--- src/rtl/axi4_lite_regbank_slave.sv ---
// AXI4-Lite slave that terminates transactions into NUM_REGS 32-bit registers,
// exposed flat on reg_out with a per-register write pulse. Define AXIL_REGBANK_WSTRB_EN to honour byte strobes.
module axi4_lite_regbank_slave #(
    parameter int                 DATA_WIDTH = 32,
    parameter int                 ADDRESS    = 32,
    parameter int                 NUM_REGS   = 8,
    parameter logic [ADDRESS-1:0] BASE_ADDR  = '0
) (
    input  logic                           ACLK,
    input  logic                           ARESET,
    input  logic [ADDRESS-1:0]             S_AWADDR,
    input  logic                           S_AWVALID,
    output logic                           S_AWREADY,
    input  logic [DATA_WIDTH-1:0]          S_WDATA,
    input  logic [3:0]                     S_WSTRB,
    input  logic                           S_WVALID,
    output logic                           S_WREADY,
    output logic [1:0]                     S_BRESP,
    output logic                           S_BVALID,
    input  logic                           S_BREADY,
    input  logic [ADDRESS-1:0]             S_ARADDR,
    input  logic                           S_ARVALID,
    output logic                           S_ARREADY,
    output logic [DATA_WIDTH-1:0]          S_RDATA,
    output logic [1:0]                     S_RRESP,
    output logic                           S_RVALID,
    input  logic                           S_RREADY,
    output logic [NUM_REGS*DATA_WIDTH-1:0] reg_out,
    output logic [NUM_REGS-1:0]            wr_pulse
);
    localparam int                 IDX_W  = $clog2(NUM_REGS);
    localparam logic [ADDRESS-1:0] SPAN   = ADDRESS'(4 * NUM_REGS);
    localparam logic [1:0]         OKAY   = 2'b00;
    localparam logic [1:0]         SLVERR = 2'b10;

    typedef enum logic [1:0] {W_IDLE, W_HAVE_AW, W_HAVE_W, W_RESP} w_state_t;
    typedef enum logic {R_IDLE, R_RESP} r_state_t;

    function automatic logic addr_ok(input logic [ADDRESS-1:0] addr);
        logic [ADDRESS-1:0] offset;
        offset = addr - BASE_ADDR;
        return (addr >= BASE_ADDR) && (offset < SPAN);
    endfunction

    w_state_t                w_state_reg, w_state_next;
    logic                    aw_ready_reg, w_ready_reg;
    logic [ADDRESS-1:0]      aw_addr_reg;
    logic [DATA_WIDTH-1:0]   w_data_reg;
    logic                    bvalid_reg;
    logic [1:0]              bresp_reg;
    logic [NUM_REGS-1:0]     wr_pulse_reg;

    logic                    aw_hs, w_hs, commit, commit_ok;
    logic [ADDRESS-1:0]      commit_addr;
    logic [DATA_WIDTH-1:0]   commit_data;
    logic [IDX_W-1:0]        commit_idx;
    logic [NUM_REGS-1:0]     wr_sel;
`ifdef AXIL_REGBANK_WSTRB_EN
    logic [3:0]              w_strb_reg, commit_strb;
`else
    logic                    unused_strb;
    assign unused_strb = ^S_WSTRB;
`endif

    assign aw_hs      = S_AWVALID & aw_ready_reg;
    assign w_hs       = S_WVALID & w_ready_reg;
    assign commit_ok  = addr_ok(commit_addr);
    assign commit_idx = commit_addr[2 +: IDX_W];

    // Whichever channel arrives last supplies its value live; the earlier one comes from its latch.
    always_comb begin
        w_state_next = w_state_reg;
        commit       = 1'b0;
        commit_addr  = S_AWADDR;
        commit_data  = S_WDATA;
`ifdef AXIL_REGBANK_WSTRB_EN
        commit_strb  = S_WSTRB;
`endif
        case (w_state_reg)
            W_IDLE: begin
                if (aw_hs && w_hs) begin
                    commit       = 1'b1;
                    w_state_next = W_RESP;
                end else if (aw_hs) begin
                    w_state_next = W_HAVE_AW;
                end else if (w_hs) begin
                    w_state_next = W_HAVE_W;
                end
            end
            W_HAVE_AW: begin
                commit_addr = aw_addr_reg;
                if (w_hs) begin
                    commit       = 1'b1;
                    w_state_next = W_RESP;
                end
            end
            W_HAVE_W: begin
                commit_data = w_data_reg;
`ifdef AXIL_REGBANK_WSTRB_EN
                commit_strb = w_strb_reg;
`endif
                if (aw_hs) begin
                    commit       = 1'b1;
                    w_state_next = W_RESP;
                end
            end
            W_RESP: begin
                if (S_BREADY) w_state_next = W_IDLE;
            end
            default: w_state_next = W_IDLE;
        endcase
    end

    always_ff @(posedge ACLK or posedge ARESET) begin
        if (ARESET) begin
            w_state_reg  <= W_IDLE;
            aw_ready_reg <= 1'b0;
            w_ready_reg  <= 1'b0;
            aw_addr_reg  <= '0;
            w_data_reg   <= '0;
`ifdef AXIL_REGBANK_WSTRB_EN
            w_strb_reg   <= '0;
`endif
            bvalid_reg   <= 1'b0;
            bresp_reg    <= OKAY;
            wr_pulse_reg <= '0;
        end else begin
            w_state_reg  <= w_state_next;
            aw_ready_reg <= (w_state_next == W_IDLE) || (w_state_next == W_HAVE_W);
            w_ready_reg  <= (w_state_next == W_IDLE) || (w_state_next == W_HAVE_AW);
            if (aw_hs) aw_addr_reg <= S_AWADDR;
            if (w_hs) begin
                w_data_reg <= S_WDATA;
`ifdef AXIL_REGBANK_WSTRB_EN
                w_strb_reg <= S_WSTRB;
`endif
            end
            wr_pulse_reg <= wr_sel;
            if (commit) begin
                bvalid_reg <= 1'b1;
                bresp_reg  <= commit_ok ? OKAY : SLVERR;
            end else if (bvalid_reg && S_BREADY) begin
                bvalid_reg <= 1'b0;
            end
        end
    end

    genvar gi;
    generate
        for (gi = 0; gi < NUM_REGS; gi++) begin : g_reg
            logic [DATA_WIDTH-1:0] value_reg, value_next;
            assign wr_sel[gi] = commit && commit_ok && (commit_idx == IDX_W'(gi));
`ifdef AXIL_REGBANK_WSTRB_EN
            for (genvar bi = 0; bi < 4; bi++) begin : g_byte
                assign value_next[8*bi +: 8] = commit_strb[bi] ? commit_data[8*bi +: 8]
                                                               : value_reg[8*bi +: 8];
            end
`else
            assign value_next = commit_data;
`endif
            always_ff @(posedge ACLK or posedge ARESET) begin
                if (ARESET)          value_reg <= '0;
                else if (wr_sel[gi]) value_reg <= value_next;
            end
            assign reg_out[gi*DATA_WIDTH +: DATA_WIDTH] = value_reg;
        end
    endgenerate

    r_state_t              r_state_reg, r_state_next;
    logic                  ar_ready_reg, rvalid_reg, ar_hs, ar_ok;
    logic [DATA_WIDTH-1:0] rdata_reg;
    logic [1:0]            rresp_reg;
    logic [IDX_W-1:0]      ar_idx;

    assign ar_hs  = S_ARVALID & ar_ready_reg;
    assign ar_ok  = addr_ok(S_ARADDR);
    assign ar_idx = S_ARADDR[2 +: IDX_W];

    always_comb begin
        r_state_next = r_state_reg;
        case (r_state_reg)
            R_IDLE:  if (ar_hs)    r_state_next = R_RESP;
            R_RESP:  if (S_RREADY) r_state_next = R_IDLE;
            default: r_state_next = R_IDLE;
        endcase
    end

    // reg_out holds pre-commit values, so a same-edge read sees the old word.
    always_ff @(posedge ACLK or posedge ARESET) begin
        if (ARESET) begin
            r_state_reg  <= R_IDLE;
            ar_ready_reg <= 1'b0;
            rvalid_reg   <= 1'b0;
            rdata_reg    <= '0;
            rresp_reg    <= OKAY;
        end else begin
            r_state_reg  <= r_state_next;
            ar_ready_reg <= (r_state_next == R_IDLE);
            if (ar_hs) begin
                rvalid_reg <= 1'b1;
                rdata_reg  <= ar_ok ? reg_out[ar_idx*DATA_WIDTH +: DATA_WIDTH] : '0;
                rresp_reg  <= ar_ok ? OKAY : SLVERR;
            end else if (rvalid_reg && S_RREADY) begin
                rvalid_reg <= 1'b0;
            end
        end
    end

    assign S_AWREADY = aw_ready_reg;
    assign S_WREADY  = w_ready_reg;
    assign S_BVALID  = bvalid_reg;
    assign S_BRESP   = bresp_reg;
    assign S_ARREADY = ar_ready_reg;
    assign S_RVALID  = rvalid_reg;
    assign S_RDATA   = rdata_reg;
    assign S_RRESP   = rresp_reg;
    assign wr_pulse  = wr_pulse_reg;
endmodule

--- config.mk ---
export PLATFORM = sky130hd
export DESIGN_NAME = axi4_lite_regbank_slave
export DESIGN_NICKNAME = d
export VERILOG_FILES = /design/src/rtl/axi4_lite_regbank_slave.sv
export SDC_FILE = /design/constraint.sdc
export NUM_CORES = 1
export LEC_CHECK = 0
export ABC_AREA = 1
export CAP_MARGIN = 15
export CORE_MARGIN = 1
export CORE_UTILIZATION = 30
export DETAILED_ROUTE_END_ITERATION = 16
export PLACE_DENSITY = 0.62
export SLEW_MARGIN = 40
export SYNTH_ARGS = -nofsm -noshare
export SYNTH_HDL_FRONTEND = slang
export SYNTH_SLANG_ARGS = --single-unit
--- constraint.sdc ---
create_clock -name ACLK -period 16 [get_ports ACLK]
set_clock_uncertainty 0.2 [all_clocks]
set_input_delay 4 -clock ACLK [delete_from_list [all_inputs] [get_ports ACLK]]
set_output_delay 4 -clock ACLK [all_outputs]
set_load 0.1 [all_outputs]
Yosys cells after proc, flatten, opt, wreduce, memory -nomap -nowiden
Cells that the tools add are included.
{"block": "totals", "reg_bits": 372, "input_bits": 107}
{"block": "op_classes", "n_lt_le_gt_ge": 4, "eq_ne": 12, "shifts": 1, "mux": 23, "n_bitwise": 5, "n_reduce_logical": 21}
{"cell": "$shiftx 256x9->32", "n": 1}
{"cell": "$mux 32", "n": 3}
{"cell": "$ge 32x1->1 const B", "n": 2}
{"cell": "$lt 32x6->1 const B", "n": 2}
{"cell": "$mux 2", "n": 8}
{"cell": "$logic_and 1x1->1", "n": 14}
{"cell": "$eq 3x3->1 const B", "n": 4}
{"cell": "$mux 1", "n": 9}
{"cell": "$pmux 2 s4", "n": 1}
{"cell": "$eq 2x2->1 const B", "n": 3}
{"cell": "$eq 3x2->1 const B", "n": 2}
{"cell": "$eq 2x1->1 const B", "n": 2}
{"cell": "$logic_not 2->1", "n": 2}
{"cell": "$reduce_bool 2->1", "n": 2}
{"cell": "$and 1x1->1", "n": 3}
{"cell": "$eq 3x1->1 const B", "n": 1}
{"cell": "$logic_not 3->1", "n": 1}
{"cell": "$pmux 1 s3", "n": 1}
{"cell": "$logic_or 1x1->1", "n": 2}
{"cell": "$not 1->1", "n": 2}
{"cell": "$pmux 1 s2", "n": 1}

Longest topological paths before layout
{"block": "logic_depth", "ltp_word": 7, "ltp_mapped": 12, "depth_no_buf": 10}

Worst setup path before layout
OpenSTA, ideal clock, no wires.
{"block": "synth_timing", "path_kind": "in2reg", "start": "input port S_AWVALID", "end": "register g_reg[5].value_reg[0]", "setup_time_ps": 122, "t_arrival_ps": 5263, "required_time_ps": 15678, "slack_ps": 10414, "path_stages": 11, "n_path_buf": 2, "cell_sequence": "nand2_1 > nand2_1 > nand2_1 > nor2_1 > nand2_1 > nor2_2 > buf_4 > nand3_1 > clkbuf_1 > nand2_1 > nand2_1"}
{"block": "synth_between", "elab_chain_len": 6, "word_cells_on_any_way": 7, "cone_classes": "mux (3); bitwise (1); reduce/logical (3)"}
{"item": "start: declaration", "line_no": "12", "rtl": "input logic S_AWVALID,"}
{"item": "$and 1x1->1 *", "line_no": "65", "rtl": "assign aw_hs = S_AWVALID & aw_ready_reg;"}
{"item": "$logic_and 1x1->1", "line_no": "81", "rtl": "if (aw_hs && w_hs) begin"}
{"item": "$mux 1", "line_no": "81"}
{"item": "$pmux 1 s3 *", "line_no": "79", "rtl": "case (w_state_reg)"}
{"item": "$logic_and 1x1->1 * (2 in a row)", "line_no": "152", "rtl": "assign wr_sel[gi] = commit && commit_ok && (commit_idx == IDX_W'(gi));"}
{"item": "end signal: assignment", "line_no": "163", "rtl": "else if (wr_sel[gi]) value_reg <= value_next;"}
{"item": "end: declaration", "line_no": "151", "rtl": "logic [DATA_WIDTH-1:0] value_reg, value_next;"}
Every way passes the cells marked *; elsewhere a longest branch is shown, timed or not.
A chain may end at the register's enable or synchronous reset.

Worst setup path in the final report
{"block": "layout_timing", "start": "input port S_AWVALID", "end": "register g_reg[0].value_reg[4]"}
{"block": "layout_between", "elab_chain_len": 6, "word_cells_on_any_way": 7, "cone_classes": "mux (3); bitwise (1); reduce/logical (3)"}
{"item": "$and 1x1->1 *", "line_no": "65"}
{"item": "$logic_and 1x1->1", "line_no": "81"}
{"item": "$mux 1", "line_no": "81"}
{"item": "$pmux 1 s3 *", "line_no": "79"}
{"item": "$logic_and 1x1->1 * (2 in a row)", "line_no": "152"}
{"item": "end signal: assignment", "line_no": "163"}
{"item": "end: declaration", "line_no": "151"}
Marks and branches as above.

==> implementation parameters <==
Parameter                              Value

Drt
  Count of TritonRoute iterations in the first routing pass ... 6
  Via Count ... about 18,000
  DRC Markers ... 0
  DRC violation total after the first TritonRoute iteration ... about 2,100
  Antenna Violating Nets Remaining ... 0
  DR vias/cell ... 5.343
  Routed wire length ... ~75,000 µm
  WL/cell ... 22.62 µm

Worst setup path
  Arrival time of data at the critical path endpoint ... around 7.4 ns
  Worst Reg2Reg Path Length in Cells ... 12
  Required time of the worst setup path ... between 15 and 20 ns
  CP startpoint kind ... primary input
  Critical Path Sink Type ... flop
  Critical path class ... in2reg
  Crit path max fanout ... around 140

GRT
  Vias in the first global route ... between 15,000 and 20,000
  Total congestion overflow ... 0
  First-pass GRT wire length ... around 110,000 µm
  Number of antenna violations at the first check in global routing ... 1
  Overall Global Routing Usage ... 0.2474
  Largest net degree at the start of global routing ... roughly 140

Floorplanning
  Area of the core ... between 0.05 and 0.06 mm²
  Starting Density ... 0.3063
  Area of the die ... approximately 0.059 mm²
  Number of rows created at floorplan ... 87
  Die extent in x ... around 240 µm
  Num ports ... 412
  Die Ht ... about 240 µm

Pwr
  Total chip power ... 0.002857 W
  Total power divided by cell area ... between 100 and 150 mW/mm²
  LEAKAGE ... 12.02 nW
  VDD IR max ... ~0.00012 V

Placed design
  Gpl congestion ... between 0.8 and 0.9
  Pre-CTS worst setup slack ... 8.459 ns
  Number of port buffers ... approximately 400
  HPWL after detailed placement ... roughly 48,000 µm

Final layout
  Layout-stage area growth over the synthesis result ... 27.78%
  Commonest non-fill, non-tap cell in the layout ... sky130_fd_sc_hd__nand2_1
  Finished Core Util ... 0.3914
  Max FFs per register ... 256
  Commonest cells after routing, fill and taps aside ... 726 x sky130_fd_sc_hd__nand2_1, 368 x sky130_fd_sc_hd__dfrtp_1, 301 x sky130_fd_sc_hd__buf_2
  Number of nets in the finished design ... between 2,000 and 3,000
  Fraction of final layout cells sized beyond drive strength 1 ... 0.1887

STA
  Maximum achievable frequency ... 0.1419 GHz
  Worst-Margin Slew ... 0.8597 ns
  Summed negative setup slack over all endpoints ... 0 ns
  Smallest setup slack after layout ... around 9 ns
  Final Hold Fails ... 0
  Final worst-path cycle share ... 0.4406
  Worst slew margin relative to its limit ... 0.4269
  RSZ-0062 raised after global routing ... no
  Final-report max-slew violation count ... 0
  Setup Viol. Count Final ... 0
  Fin crit period ... 7.049 ns

Clock tree
  Maximum clock insertion buffer count ... 3
  Buffer type at the clock tree root ... sky130_fd_sc_hd__clkbuf_16
  Clock buffer count from CTS ... 44
  Clock latency at the later pin of the worst-skew pair ... ~0.58 ns
  Number of H-tree branching levels ... 2
  Clock-pin slew on the worst setup and hold paths ... around 0.06 ns
  Setup fix buffers added after clock tree synthesis ... 0
  Number of gates given a new drive strength after cts ... 0
  CTS tree ... yes
  Number of hold buffers added after CTS ... 0
  CTS sink count ... about 370

Hold path
  Type of the tightest min-delay check ... reg2reg
  Count of cells along the worst hold path ... 2

Synth
  Register area share after synthesis ... 0.5290
  Mapped cell area ... 0.01741 mm²
  Warnings from Yosys ... 0
  Post-synth cell types ... 25
  Post-synthesis instance total ... 2,201
  Avg Cell Area, Syn ... between 7 and 8 µm²
  Yosys reg bits ... ~370

Job
  Max-cap violations ... 0

Run status
  Status ... finished clean
cell type report:
| type | instances | area [µm²] |
|---|---|---|
| multi-input cells | 1592 | 7443 |
| clock buffers | 65 | 1301 |
| diodes | 1 | 2.502 |
| well taps | 756 | 945.9 |
| clock inverters | 13 | 163.9 |
| inverters | 64 | 255.2 |
| flip-flops and latches | 368 | 9209 |
| fillers | 5800 | 34580 |
| repair buffers | 437 | 2922 |
per-stage QoR:
step	hold slack [ns]	cell area, µm²	instances
4_1_cts	0.2780	22210	3295
2_1_floorplan	0.2537	17410	2202
5_1_grt	0.3027	22240	3296
3_5_place_dp	0.2623	20740	3217
6_report	0.2764	22240	3296
3_3_place_gp	0.2606	22010	3210
critical path: stages:
cell and delay, ns:
sky130_fd_sc_hd__clkdlybuf4s50_1 0.45, sky130_fd_sc_hd__nand2_1 0.05, sky130_fd_sc_hd__buf_4 0.26, sky130_fd_sc_hd__nand2_1 0.14
sky130_fd_sc_hd__nand2_1 0.08, sky130_fd_sc_hd__nor2_1 0.19, sky130_fd_sc_hd__nand2_1 0.14, sky130_fd_sc_hd__nor2_4 0.14
sky130_fd_sc_hd__buf_12 0.29, sky130_fd_sc_hd__buf_16 0.43, sky130_fd_sc_hd__buf_4 0.66, sky130_fd_sc_hd__nand4_1 0.18
sky130_fd_sc_hd__nand2_1 0.11
kinds of logic (layout without fill, tap and decap cells):
family          after synthesis  in the layout  share of synthesized area
mux                          20             20                    0.01294
simple gates               1285           1285                     0.3174
flops                       368            368                     0.5290
other cells                   1              3                  0.0002154
compound gates              285            285                    0.08475
buf+inv                     242            579                    0.05564
Yosys cell counts, drive strengths merged:
library cell	number	area, µm²
a21oi	64	320.3
a2bb2oi	1	8.760
and3b	1	8.760
buf	56	270.3
clkbuf	122	457.9
conb	1	3.750
dfrtp	368	9209
inv	64	240.2
mux2	20	225.2
nand2	731	2746
nand3	20	100.1
nand3b	2	15.01
nand4	257	1608
nor2	269	1020
nor3	3	15.01
o21ai	187	939.7
o22ai	33	206.5
or2	2	12.51
per-layer routing:
metal,vias to the layer above,track usage,share of wire
met4,0,0.09933,0.040
met5,-,0,0
met2,926,0.3814,0.45
met1,8549,0.3304,0.42
met3,163,0.06291,0.094
li1,7974,-,-
worst paths after layout:
kind	from	to	slack, ns
max	S_AWVALID	g_reg[0].value_reg[4]	8.95
min	S_RDATA[19]	S_RDATA[19]	0.28
max reg2reg	S_AWREADY	g_reg[0].value_reg[4]	12.47
min reg2reg	S_RDATA[19]	S_RDATA[19]	0.28
max in group asynchronous	ARESET	g_reg[1].value_reg[11]	10.42
min in group asynchronous	ARESET	aw_addr_reg[10]	3.81
where the power goes:
part           leakage [nW]  switching (W)  internal (W)
Sequential             4.97      0.0000560       0.00102
Combinational          6.34       0.000590      0.000156
Clock                 0.715       0.000420      0.000612
Total                  12.0        0.00107       0.00179
No activity file was read; power rests on OpenSTA's default activity.
